File: config.mk
export PLATFORM = sky130hd
export DESIGN_NAME = tile_solver
export DESIGN_NICKNAME = d
export VERILOG_FILES = /design/src/rtl/tile_pkg.sv /design/src/rtl/tile_index_ring.sv /design/src/rtl/tile_solver.sv
export SDC_FILE = /design/constraint.sdc
export NUM_CORES = 1
export LEC_CHECK = 0
export CAP_MARGIN = 15
export CORE_MARGIN = 1.5
export CORE_UTILIZATION = 37
export DETAILED_ROUTE_END_ITERATION = 16
export GPL_TIMING_DRIVEN = 0
export PLACE_DENSITY = 0.83
export SYNTH_ARGS = -nofsm -noshare
export SYNTH_HDL_FRONTEND = slang
export SYNTH_HIERARCHICAL = 1
export SYNTH_SLANG_ARGS = --single-unit
export TNS_END_PERCENT = 5
File: constraint.sdc
create_clock -name clock -period 1.58 [get_ports clock]
set_input_delay 0.158 -clock clock [delete_from_list [all_inputs] [get_ports clock]]
set_output_delay 0.158 -clock clock [all_outputs]
set_load 0.02 [all_outputs]
File: src/rtl/tile_pkg.sv
// Shared types for the tile_solver search cell: grid sizing, one-hot value/index
// widths and the controller state encoding.
package tile_pkg;

  localparam int unsigned GRID_ORDER = 3;
  localparam int unsigned LEN        = GRID_ORDER * GRID_ORDER;

  typedef logic [LEN-1:0] value_t;
  typedef logic [LEN:0]   index_t;

  typedef enum logic [2:0] {
    RESETIN,
    WAITING,
    INCRIDX,
    RQBIAS,
    LDBIAS,
    PASSFWD,
    PASSBAK,
    GIVEN
  } state_e;

endpackage

File: src/rtl/tile_index_ring.sv
// One-hot candidate pointer of LEN+1 bits; the top bit means "empty, before
// candidate 0". Load-empty has priority over rotate; otherwise the ring holds.
module tile_index_ring #(
  parameter int unsigned LEN = 9
) (
  input  logic         clock_i,
  input  logic         load_empty_i,
  input  logic         rotate_i,
  output logic [LEN:0] index_o
);

  logic [LEN:0] index_q, index_d;

  always_comb begin
    index_d = index_q;
    if (load_empty_i) begin
      index_d = {1'b1, {LEN{1'b0}}};
    end else if (rotate_i) begin
      index_d = {index_q[LEN-1:0], index_q[LEN]};
    end
  end

  always_ff @(posedge clock_i) begin
    index_q <= index_d;
  end

  assign index_o = index_q;

endmodule

File: src/rtl/tile_solver.sv
// Backtracking search cell for one grid tile: walks its candidate ring against a
// 1-cycle bias memory. Fixed-clue preload is enabled by defining TILE_GIVEN_EN.
module tile_solver #(
  parameter  int unsigned GRID_ORDER = 3,
  localparam int unsigned LEN        = GRID_ORDER * GRID_ORDER
) (
  input  logic           clock,
  input  logic           reset,
  input  logic           myturn,
  input  logic           dir_bak,
  output logic           passfwd,
  output logic           passbak,
  output logic           busy,
  output logic [LEN-1:0] index_pass,
  output logic           rq_bias,
  input  logic [LEN-1:0] bias_value,
  input  logic [LEN-1:0] occup_mask,
  output logic [LEN-1:0] value_pass,
  input  logic           given_load,
  input  logic [LEN-1:0] given_value
);

  import tile_pkg::*;

  state_e         state_q, state_d;
  logic [LEN-1:0] value_q, value_d;
  logic [LEN:0]   index;
  logic           ring_load, ring_rot;
  logic           unused_bits;

`ifdef TILE_GIVEN_EN
  logic given_q, given_d;
  assign unused_bits = index[LEN];
`else
  assign unused_bits = ^{index[LEN], given_load, given_value, dir_bak};
`endif

  tile_index_ring #(.LEN(LEN)) u_ring (
    .clock_i     (clock),
    .load_empty_i(ring_load),
    .rotate_i    (ring_rot),
    .index_o     (index)
  );

  always_comb begin
    state_d   = state_q;
    value_d   = value_q;
    ring_load = reset;
    ring_rot  = 1'b0;
`ifdef TILE_GIVEN_EN
    given_d   = given_q;
`endif
    unique case (state_q)
      RESETIN: state_d = WAITING;
      WAITING: begin
`ifdef TILE_GIVEN_EN
        if (given_load) begin
          state_d   = GIVEN;
          value_d   = given_value;
          given_d   = 1'b1;
          ring_load = 1'b1;
        end else
`endif
        if (myturn) state_d = INCRIDX;
      end
      // The ring advances here even on exhaustion, so it comes to rest at the empty bit.
      INCRIDX: begin
        ring_rot = 1'b1;
        if (index[LEN-1]) begin
          state_d = PASSBAK;
          value_d = '0;
        end else begin
          state_d = RQBIAS;
        end
      end
      RQBIAS: state_d = LDBIAS;
      LDBIAS: begin
        if ((bias_value & occup_mask) != '0) begin
          state_d = INCRIDX;
        end else begin
          state_d = PASSFWD;
          value_d = bias_value;
        end
      end
      PASSFWD, PASSBAK: begin
`ifdef TILE_GIVEN_EN
        state_d = given_q ? GIVEN : WAITING;
`else
        state_d = WAITING;
`endif
      end
      GIVEN: begin
`ifdef TILE_GIVEN_EN
        if (myturn) state_d = dir_bak ? PASSBAK : PASSFWD;
`else
        state_d = WAITING;
`endif
      end
    endcase
  end

  always_ff @(posedge clock) begin
    if (reset) begin
      state_q <= RESETIN;
      value_q <= '0;
`ifdef TILE_GIVEN_EN
      given_q <= 1'b0;
`endif
    end else begin
      state_q <= state_d;
      value_q <= value_d;
`ifdef TILE_GIVEN_EN
      given_q <= given_d;
`endif
    end
  end

  assign passfwd    = (state_q == PASSFWD);
  assign passbak    = (state_q == PASSBAK);
  assign rq_bias    = (state_q == RQBIAS);
  assign busy       = (state_q == INCRIDX) || (state_q == RQBIAS) || (state_q == LDBIAS);
  assign index_pass = index[LEN-1:0];
  assign value_pass = value_q;

`ifndef SYNTHESIS
  always_ff @(posedge clock) begin
    if (!reset && state_q == LDBIAS) begin
      assert ($onehot(bias_value))
        else $error("tile_solver: bias_value %h is not one-hot", bias_value);
    end
  end
`endif

endmodule

* Word level (Yosys, flattened, before mapping) *
Index checks and enable logic that the tools add are counted.

storage, ports and cells
  flip-flop bits (word level) = 22
  bits in latches = 0
  RAM bits = 0
  memory bits (read-only) = 0
  output and inout port bits = 22
  memories kept = 0

operators by class
  add/subtract/negate cells = 0
  multipliers = 0
  div/mod/pow operators = 0
  magnitude comparators = 0
  eq/ne operators = 10
  shift-type cells = 0
  multiplexer cells = 8
  bitwise operators = 1
  reduce and logical (&&, ||, !) cells = 7

operators with widths
  operator                                                count
  two-way mux 9 bit                                       2
  one-hot mux 9 bit (2 select lines)                      1
  one-hot mux 3 bit (5 select lines)                      1
  equality test 3 bit (second input constant)             4
  AND 9 bit                                               1
  two-way mux 3 bit                                       3
  nonzero test 9 bit                                      1
  equality test 3 x 2 -> 1 bit (second input constant)    2
  inequality test 2 bit (second input constant)           2
  OR reduction 4 bit                                      1
  equality test 3 x 1 -> 1 bit (second input constant)    1
  zero test 3 bit                                         1
  AND reduction 3 bit                                     1
  logical OR 1 bit                                        2
  inequality test 2 x 1 -> 1 bit (second input constant)  1
  nonzero test 2 bit                                      1
  two-way mux 1 bit                                       1

* Logic depth before layout (Yosys ltp) *
Gate-level depths: netlist of the first run.

  depth after elaboration = 4
  depth in mapped cells = 4
  depth with buffers taken out = 4

* Modules after synthesis *
The synthesis of the first run kept the hierarchy.

by module, submodules not included
  module           instances  cells an instance  area an instance (um^2)  sequential area each (um^2)
  tile_solver      1          67                 605.6                    240.2
  tile_index_ring  1          32                 355.3                    200.2

* Worst setup path after synthesis of the first run *
Ideal clock, no wire load.

  kind = register to register
  start = register state_q[1]
  end = register u_ring.index_q[8], in the netlist u_ring/index_o[8]
  library setup time = 117 ps
  arrival = 1137 ps
  data required time = 1463 ps
  setup slack = 326 ps
  stages on the path, launching flop included = 5
  clock period less this slack = 1254 ps
  path through = dfxtp_1 > nor3b_2 > buf_6 > mux2i_1 > nor2_1

on the way
  word-level cells in the longest chain between the ends = 2

RTL lines
  item                          RTL line               text
  start: declaration            tile_solver.sv:25      state_e state_q, state_d;
  start signal: assignment      tile_solver.sv:110     state_q <= state_d;
  equality test 3 x 2 -> 1 bit  tile_solver.sv:53      unique case (state_q)
  two-way mux 1 bit             tile_solver.sv:53
  via ring_rot                  tile_solver.sv:28      logic ring_load, ring_rot;
  end signal: assignment        tile_index_ring.sv:24  index_q <= index_d;
  end: declaration              tile_index_ring.sv:12  logic [LEN:0] index_q, index_d;

The timed path passes the listed nets, and every way through them passes these cells.
A chain may end at the register's enable or synchronous reset.

* Worst setup path after layout of the first run *
  start = register state_q[2]
  end = output port rq_bias

on the way
  word-level cells in the longest chain between the ends = 1

RTL lines
  item                          RTL line            text
  equality test 3 x 2 -> 1 bit  tile_solver.sv:120  assign rq_bias = (state_q == RQBIAS);
  end: declaration              tile_solver.sv:15   output logic rq_bias,

Every way passes these cells.

==> results of run 1 <==
==> registers in the layout, indices dropped and copies added (netlist names) <==
register / flops
u_ring/index_o: 10
value_pass: 9
state_q: 3
==> synth_stat cells, drive strengths merged <==
cell type / instances / area, sq um
clkbuf: 1 / 3.75
a222oi: 1 / 10.0
mux2i: 18 / 180
inv: 1 / 3.75
nor4bb: 1 / 10.0
nor2: 13 / 65.1
and3b: 1 / 8.76
and2b: 1 / 7.51
o21a: 2 / 15.0
or2: 1 / 6.26
nor3b: 2 / 25.0
and2: 1 / 6.26
a211o: 1 / 8.76
dfxtp: 22 / 440
a21oi: 3 / 18.8
o311a: 1 / 10.0
nand3: 1 / 10.0
nand2: 21 / 81.3
buf: 2 / 16.3
nor2b: 1 / 6.26
o21ai: 1 / 5.00
a22oi: 3 / 22.5
==> stage by stage <==
step	power, uW	cell area [sq um]	hold WS, ns
floorplan	656	961	0.227
global placement	730	1420	0.443
detailed placement	734	1420	0.453
CTS	970	1440	0.437
global route	1000	1440	0.439
finish	957	1440	0.449
==> repair_timing <==
| item | CTS | global route |
|---|---|---|
| hold buffers | 0 | 0 |
| gates resized for setup | 12 | 0 |
| hold endpoints to repair | 0 | 0 |
| setup endpoints to repair | 5 | 0 |
==> cells by family after synthesis <==
logic type | Yosys count | share of synthesized area [%]
AOI/OAI and AO/OA | 12 | 9.37
and+or+nand+nor | 43 | 23.6
muxes | 18 | 18.7
DFF | 22 | 45.8
buffers and inverters | 4 | 2.47
==> layout make-up <==
cell class / count / share of cell area [%]
flip-flops and latches: 22 / 31.1
plain buffers: 3 / 1.39
well taps: 30 / 2.61
multi-input cells: 73 / 34.6
repair buffers: 42 / 28.5
inverters: 1 / 0.261
clock buffers: 3 / 1.57
==> tightest hold or removal path: cells and delay by family <==
kind,cells,cell delay (ns)
buffers and inverters,1,0.42
AND/OR/NAND/NOR,1,0.07
multiplexers,1,0.06
==> final timing paths <==
| check | end |
|---|---|
| min | value_pass[7] |
| min reg2reg | value_pass[8] |
| max | rq_bias |
| max reg2reg | u_ring/index_o[7] |
==> layer usage <==
layer	wire length, um	part of all wire, %	vias up	global-route usage [%]
li1	-	-	434	-
met3	84	3.8	0	3.89
met2	1150	53	17	28.9
met5	0	0	-	0
met1	952	44	404	19.6
met4	0	0	0	3.85
==> power by group through the flow <==
stage / Combinational (uW) / Clock (uW) / Sequential [uW]
floorplan: 68.9 / 0 / 587
global placement: 144 / 0 / 586
detailed placement: 147 / 0 / 587
CTS: 144 / 252 / 574
global route: 155 / 269 / 576
finish: 143 / 240 / 574
==> flow_summary_export.csv, run 1 <==
group,metric,value,unit
placed_design,post-place-ws,-0.137,ns
detailed_routing,antenna_left,0,
worst_hold_path,min_delay_path_depth,3,
clock_network,cts_root_buffer,"clkbuf_4",
timing,hold_viol,0,
final_layout,fillers,235,
clock_network,clk_latency,0.29,ns
yosys,netlist-cell-type-count,26,
timing,rsz0062_at_grt,"false",
placed_design,dp_cells,171,
final_layout,mostFrequentLayoutCell,"clkdlybuf4s50_1",
power_and_ir_drop,p_clk_share,25.1,%
yosys,avgSynthCellArea,9.71,sq um
setup_path,critical_path.startpoint,"state_q[2]",
clock_network,cts_tree,"yes",
setup_path,worstReg2RegStart,"state_q[1]",
setup_path,critPathMaxFanout,7,
final_layout,fin_nets,178,
floorplan,die_x,54.0,um
floorplan,io_pins,54,
power_and_ir_drop,p_seq_share,60.0,%
final_layout,final_util,58.0,%
timing,post-route-period-util,94.7,%
yosys,synth-seq-cells,22,
floorplan,fp.dieArea,2910,sq um
floorplan,row_count,18,
setup_path,startpoint_type,"register",
detailed_routing,drcViolationCount,0,
worst_hold_path,min_from,"bias_value[7]",
clock_network,cts.reportedPaths.clkPinSlew,0.11,ns
global_route,antenna_found_initial,0,
setup_path,r2r_cells,4,
power_and_ir_drop,internal_power,733,uW
timing,max_freq,668,MHz
final_layout,drive_above_1_share,11.1,%
final_layout,layout.area.seq,447,sq um
setup_path,cp.depth,3,
timing,fin_ws,0.0839,ns
setup_path,worstPathRequired,1.42,ns
timing,maxSlewViolCount,0,
final_layout,area_growth,49.6,%
clock_network,clockBufferDepth,2,
setup_path,cp_cell_sequence,"and2b_1, and2_1, dlygate4sd2_1",
power_and_ir_drop,combPwrFrac,15.0,%
detailed_routing,num_vias,855,
global_route,grt_usage,16.3,%
setup_path,critPathKind,"reg -> out",
setup_path,slowest_stage,"dfxtp_4",
power_and_ir_drop,vdd_drop_max,0.544,mV
detailed_routing,drt_iter0_markers,12,
detailed_routing,wl_per_cell,12.5,um
setup_path,cpLargestDelayFamily,"flip-flops",
power_and_ir_drop,cellLeakagePower,0.000556,uW
setup_path,worstSetupEndpointType,"primary output",
setup_path,rrSetupSlack,0.23,ns
clock_network,htreeDepth,1,
placed_design,io_buffers,42,
timing,fin_crit,1.50,ns
final_layout,diodes,0,
final_layout,multi_input_area,497,sq um
power_and_ir_drop,powerDensity,666,nW/um^2
clock_network,clkSinkCount,22,
yosys,syn_inst,99,
setup_path,cp_num_buf_inv,1,
outcome,status,"complete, no violations",
global_route,grt_pass1_wl,3480,um
final_layout,final_cell_mix,"clkdlybuf4s50_1 (37), nand2_1 (20), dfxtp_1 (19), mux2i_1 (18), nor2_1 (12)",
flow_run,drv_cap,0,
clock_network,post_cts_buffers,0,
timing,setup-violations-final,0,
floorplan,chipHeight,54.0,um
setup_path,worst_path_largest_cell_delay,0.39,ns
global_route,grt_max_degree,12,
power_and_ir_drop,switching_power,224,uW
timing,clock_skew,0.00150,ns
floorplan,start_util,38.8,%
yosys,syn_area,961,sq um
yosys,ys_warn_count,6,
detailed_routing,first_pass_iters,4,
power_and_ir_drop,netSwitchingFraction,23.4,%
detailed_routing,viasPerCell,4.91,
detailed_routing,drt_wl_total,2180,um
global_route,grt_pass1_vias,806,
yosys,synth_nets,131,
timing,fin_tns_setup,0,ns
global_route,grt_overflow,0,
timing,maxSlewHeadroom,70.9,%
placed_design,gp_congestion,0.689,
clock_network,numCtsBuffers,3,
floorplan,design.core.area,2480,sq um
setup_path,worstPathArrival,1.34,ns
final_layout,finalNonFillerCells,174,
placed_design,dpl.hpwl,1740,um
timing,tightest_slew,0.436,ns
yosys,yosysSeqAreaShare,45.8,%
worst_hold_path,hp-class,"in -> reg",
Note: power is estimated with default switching activity, not from simulation.
==> inputs of run 2 (changes only) <==
- CORE_MARGIN: 1.5 -> not set
==> run 2 against run 1 <==
  * Sequential cell count did not move
  * Final cell count increased by 1.1%
  * Combinational power increased by 3%
  * Non-clock buffer count grew 1
  * Die area is 3.7% lower
  * Design area is 2.7% higher
  * Register-to-register slack barely moved
  * Setup slack gained 0.00076 ns
  * Clock power rose by 75%
  * Via count is 0.23% lower
  * Sequential power about the same
  * Critical path type unchanged
==> flow_summary_export.csv, run 2 (same netlist as run 1, synthesis figures left out) <==
group,metric,value,unit
outcome,status,"complete, no violations",
global_route,grt_usage,17.6,%
final_layout,final_cell_mix,"clkdlybuf4s50_1 (37), nand2_1 (20), dfxtp_1 (19), mux2i_1 (18), nor2_1 (12)",
clock_network,htreeDepth,1,
detailed_routing,antenna_left,0,
clock_network,clkSinkCount,22,
worst_hold_path,hp-class,"in -> reg",
timing,post-route-period-util,94.6,%
final_layout,diodes,0,
setup_path,worstSetupEndpointType,"primary output",
detailed_routing,first_pass_iters,4,
placed_design,dp_cells,171,
floorplan,die_x,53.0,um
setup_path,startpoint_type,"register",
timing,hold_slack,0.430,ns
detailed_routing,drt_wl_total,2270,um
detailed_routing,drt_iter0_markers,10,
clock_network,numCtsBuffers,3,
power_and_ir_drop,powerDensity,774,nW/um^2
global_route,grt_pass1_vias,865,
setup_path,slowest_stage,"dfxtp_4",
setup_path,critPathMaxFanout,6,
power_and_ir_drop,vdd_drop_max,0.664,mV
timing,hold_viol,0,
final_layout,fillers,210,
detailed_routing,num_vias,853,
global_route,grt_pass1_wl,3550,um
timing,setup-violations-final,0,
placed_design,post-place-ws,-0.157,ns
setup_path,cp_cell_sequence,"and2b_1, or2_2, buf_2",
timing,fin_crit,1.50,ns
placed_design,io_buffers,42,
timing,fin_ws,0.0847,ns
power_and_ir_drop,power,1140,uW
global_route,grt_overflow,0,
setup_path,critPathKind,"reg -> out",
floorplan,fp.dieArea,2800,sq um
detailed_routing,viasPerCell,4.85,
timing,max_freq,669,MHz
clock_network,clk_latency,0.30,ns
final_layout,fin_nets,179,
final_layout,largest_reg_flops,10,
setup_path,worstPathRequired,1.42,ns
timing,rsz0062_at_grt,"false",
setup_path,worst_path_largest_cell_delay,0.39,ns
floorplan,row_count,18,
detailed_routing,wl_per_cell,12.9,um
timing,maxSlewHeadroom,67.7,%
global_route,grt_max_degree,14,
final_layout,final_util,60.1,%
detailed_routing,drcViolationCount,0,
final_layout,finalNonFillerCells,176,
final_layout,area_growth,53.6,%
floorplan,io_pins,54,
clock_network,cts.reportedPaths.clkPinSlew,0.12,ns
flow_run,drv_cap,0,
timing,maxSlewViolCount,0,
clock_network,cts_root_buffer,"clkbuf_4",
floorplan,start_util,39.1,%
floorplan,chipHeight,53.0,um
final_layout,drive_above_1_share,12.3,%
placed_design,gp_congestion,0.665,
floorplan,design.core.area,2450,sq um
placed_design,dpl.hpwl,1710,um
timing,tightest_slew,0.484,ns
final_layout,mostFrequentLayoutCell,"clkdlybuf4s50_1",
clock_network,cts_tree,"yes",
clock_network,clockBufferDepth,2,
timing,clock_skew,0.00235,ns
power_and_ir_drop,cellLeakagePower,0.000572,uW
global_route,antenna_found_initial,0,
setup_path,worstPathArrival,1.34,ns
[run 2: power by group]
| part | leakage [uW] | total [uW] | switching (uW) | internal (uW) |
|---|---|---|---|---|
| logic | 0.000365 | 147 | 64.1 | 83.1 |
| registers | 0.000179 | 575 | 12.0 | 563 |
| clock network | 0.0000279 | 420 | 164 | 256 |
| total | 0.000572 | 1140 | 240 | 902 |
[run 2: layout make-up]
cell class | count | area, sq um | share of cell area [%]
Buffer | 3 | 20.0 | 1.36
Clock buffer | 3 | 22.5 | 1.53
Clock inverter | 1 | 30.0 | 2.03
Inverter | 1 | 3.75 | 0.254
Multi-Input combinational cell | 73 | 497 | 33.6
Sequential cell | 22 | 447 | 30.3
Tap cell | 30 | 37.5 | 2.54
Timing Repair Buffer | 43 | 419 | 28.4
[run 2: path summary, 6_finish.rpt]
check,from,slack [ns],endpoint,cells past startpoint
min reg2reg,value_pass[1],0.47,value_pass[1],2
max reg2reg,state_q[1],0.23,u_ring/index_o[0],4
max,state_q[2],0.08,busy,3
min,bias_value[6],0.43,value_pass[6],3
[run 2: through the flow]
stage / cell area [sq um] / setup TNS [ns]
floorplan: 961 / 0
global placement: 1420 / -1.24
global route: 1480 / 0
finish: 1480 / 0
CTS: 1470 / 0
detailed placement: 1420 / -1.57
[run 2: what timing repair did]
| item | CTS | global route |
|---|---|---|
| setup endpoints to repair | 5 | 1 |
| resized for setup | 12 | 1 |
| hold buffers | 0 | 0 |
| setup buffers | 0 | 1 |
| pin swaps | 0 | 0 |
[run 2: critical path, delay by kind of cell, from the launching register on]
kind	cells	cell delay, ns
AND/OR/NAND/NOR	2	0.48
flip-flops	1	0.39
buffers and inverters	1	0.16
[run 2: metal layers]
metal / part of all wire (%) / track usage (%) / vias up / routed length [um]
li1: - / - / 434 / -
met1: 41 / 17.2 / 385 / 939
met2: 49 / 34.0 / 34 / 1120
met3: 9.2 / 5.17 / 0 / 209
met4: 0 / 6.58 / 0 / 0
met5: 0 / 0 / - / 0
==> inputs of run 3 (changes only) <==
==> constraint.sdc (replaced) <==
create_clock -name clock -period 1.58 [get_ports clock]
set_input_delay 0.158 -clock clock [delete_from_list [all_inputs] [get_ports clock]]
set_output_delay 0.158 -clock clock [all_outputs]
set_load 0.1 [all_outputs]
==> run 3 against run 2 <==
  * Die area stayed put
  * Highest routed layer unchanged
  * Final cell count is 0.57% higher
  * Via count is 3.8% higher
  * Worst hold slack better by 0.0051 ns
  * Sequential cell count stayed put
  * Total power is 6.5% lower
  * Global-route usage is 0.70 points higher
  * Clock power is 27% lower
  * Largest cell class unchanged
==> flow_summary_export.csv, run 3 (same netlist as run 1, synthesis figures left out) <==
group,metric,value,unit
outcome,status,"complete, no violations",
clock_network,hold_buffers,0,
timing,setup-violations-final,0,
worst_hold_path,hp-class,"in -> reg",
floorplan,fp.dieArea,2800,sq um
floorplan,chipHeight,53.0,um
global_route,grtUsageMet1,18.5,%
global_route,top_usage_layer,"met2",
global_route,use_met2,36.1,%
detailed_routing,drt_wl_total,2430,um
timing,fin_tns_setup,0,ns
clock_network,cts_tree,"yes",
clock_network,clk_latency,0.30,ns
global_route,met3_usage,4.31,%
final_layout,fillers,211,
setup_path,startpoint_type,"register",
timing,max_freq,649,MHz
timing,maxSlewHeadroom,63.3,%
global_route,grt_overflow,0,
power_and_ir_drop,cellLeakagePower,0.000569,uW
placed_design,dpl_cell_area,1420,sq um
power_and_ir_drop,vdd_drop_max,0.568,mV
timing,hold_slack,0.435,ns
setup_path,critPathMaxFanout,6,
setup_path,critPathKind,"reg -> out",
final_layout,final_area,1490,sq um
floorplan,row_count,18,
final_layout,finalNonFillerCells,177,
floorplan,design.core.area,2450,sq um
placed_design,io_buffers,42,
floorplan,start_util,39.1,%
timing,fin_crit,1.54,ns
detailed_routing,num_vias,885,
placed_design,dpl.hpwl,1800,um
clock_network,cts.reportedPaths.clkPinSlew,0.12,ns
clock_network,clockBufferDepth,2,
floorplan,io_pins,54,
clock_network,cts_root_buffer,"clkbuf_4",
setup_path,worstPathRequired,1.42,ns
clock_network,htreeDepth,1,
clock_network,clkSinkCount,22,
timing,clock_skew,0.00375,ns
setup_path,worstPathArrival,1.38,ns
final_layout,final_util,60.7,%
flow_run,drv_cap,0,
final_layout,fin_nets,180,
setup_path,worst_path_largest_cell_delay,0.39,ns
setup_path,worstSetupEndpointType,"primary output",
timing,rsz0062_at_grt,"true",
global_route,antenna_found_initial,0,
placed_design,dp_cells,171,
final_layout,final_cell_mix,"nand2_1 (20), clkdlybuf4s50_1 (20), dfxtp_1 (19), mux2i_1 (18), clkdlybuf4s15_2 (17)",
floorplan,die_x,53.0,um
setup_path,slowest_stage,"dfxtp_4",
clock_network,numCtsBuffers,3,
setup_path,cp_cell_sequence,"and2b_1, or2_2, buf_6",
detailed_routing,viasPerCell,5.00,
timing,maxSlewViolCount,0,
global_route,grt_pass1_wl,3770,um
detailed_routing,antenna_left,0,
detailed_routing,drcViolationCount,0,
placed_design,gp_congestion,0.663,
power_and_ir_drop,powerDensity,718,nW/um^2
timing,hold_viol,0,
global_route,grt_usage,18.3,%
final_layout,diodes,0,
final_layout,drive_above_1_share,27.9,%
global_route,grt_max_degree,13,
timing,tightest_slew,0.553,ns
final_layout,largest_reg_flops,10,
detailed_routing,drt_iter0_markers,6,
detailed_routing,wl_per_cell,13.7,um
global_route,grt_pass1_vias,911,
final_layout,area_growth,54.9,%
detailed_routing,first_pass_iters,7,
timing,post-route-period-util,97.5,%
[run 3: cell types whose count changed in the layout (fill, tap and decap cells not counted), sizes merged]
cell / change
dlygate4sd2: -3
clkbuf: +1
buf: +5
clkdlybuf4s50: -17
bufinv: -1
clkdlybuf4s15: +16
[run 3: worst paths after layout]
check	slack, ns	start	cells past startpoint	endpoint
max	0.04	state_q[2]	3	busy
min	0.44	bias_value[0]	3	value_pass[0]
max reg2reg	0.14	state_q[2]	5	u_ring/index_o[3]
min reg2reg	0.47	value_pass[0]	2	value_pass[0]
[run 3: repair_timing]
action / CTS / global route
setup endpoints to repair: 22 / 3
resized for setup: 79 / 6
setup buffers: 0 / 2
[run 3: power by group]
| part | switching [uW] | internal, uW |
|---|---|---|
| combinational | 99.5 | 86.2 |
| sequential | 12.1 | 563 |
| clock | 167 | 141 |
[run 3: critical path, delay by kind of cell (launching register included)]
family | cells | cell delay, ns
AND/OR/NAND/NOR | 2 | 0.50
flip-flops | 1 | 0.39
buffers and inverters | 1 | 0.19
[run 3: layer usage]
metal | wire (um) | part of all wire [%]
met4 | 0 | 0
met1 | 969 | 40
met5 | 0 | 0
met2 | 1260 | 52
met3 | 200 | 8.2
[run 3: final cells by class]
cell class / instances / area (sq um) / area share [%]
buffer: 3 / 20.0 / 1.34
clock buffer: 4 / 36.3 / 2.44
inverter: 1 / 3.75 / 0.252
multi-input combinational: 73 / 499 / 33.5
sequential: 22 / 447 / 30.0
tap: 30 / 37.5 / 2.52
timing repair buffer: 44 / 445 / 29.9
[run 3: stage by stage]
step | power [uW] | setup slack [ns]
after detailed placement | 773 | -0.555
after CTS | 1080 | -0.131
after global placement | 766 | -0.511
after floorplan | 691 | 0.00270
after global routing | 1130 | -0.0334
final | 1070 | 0.0400
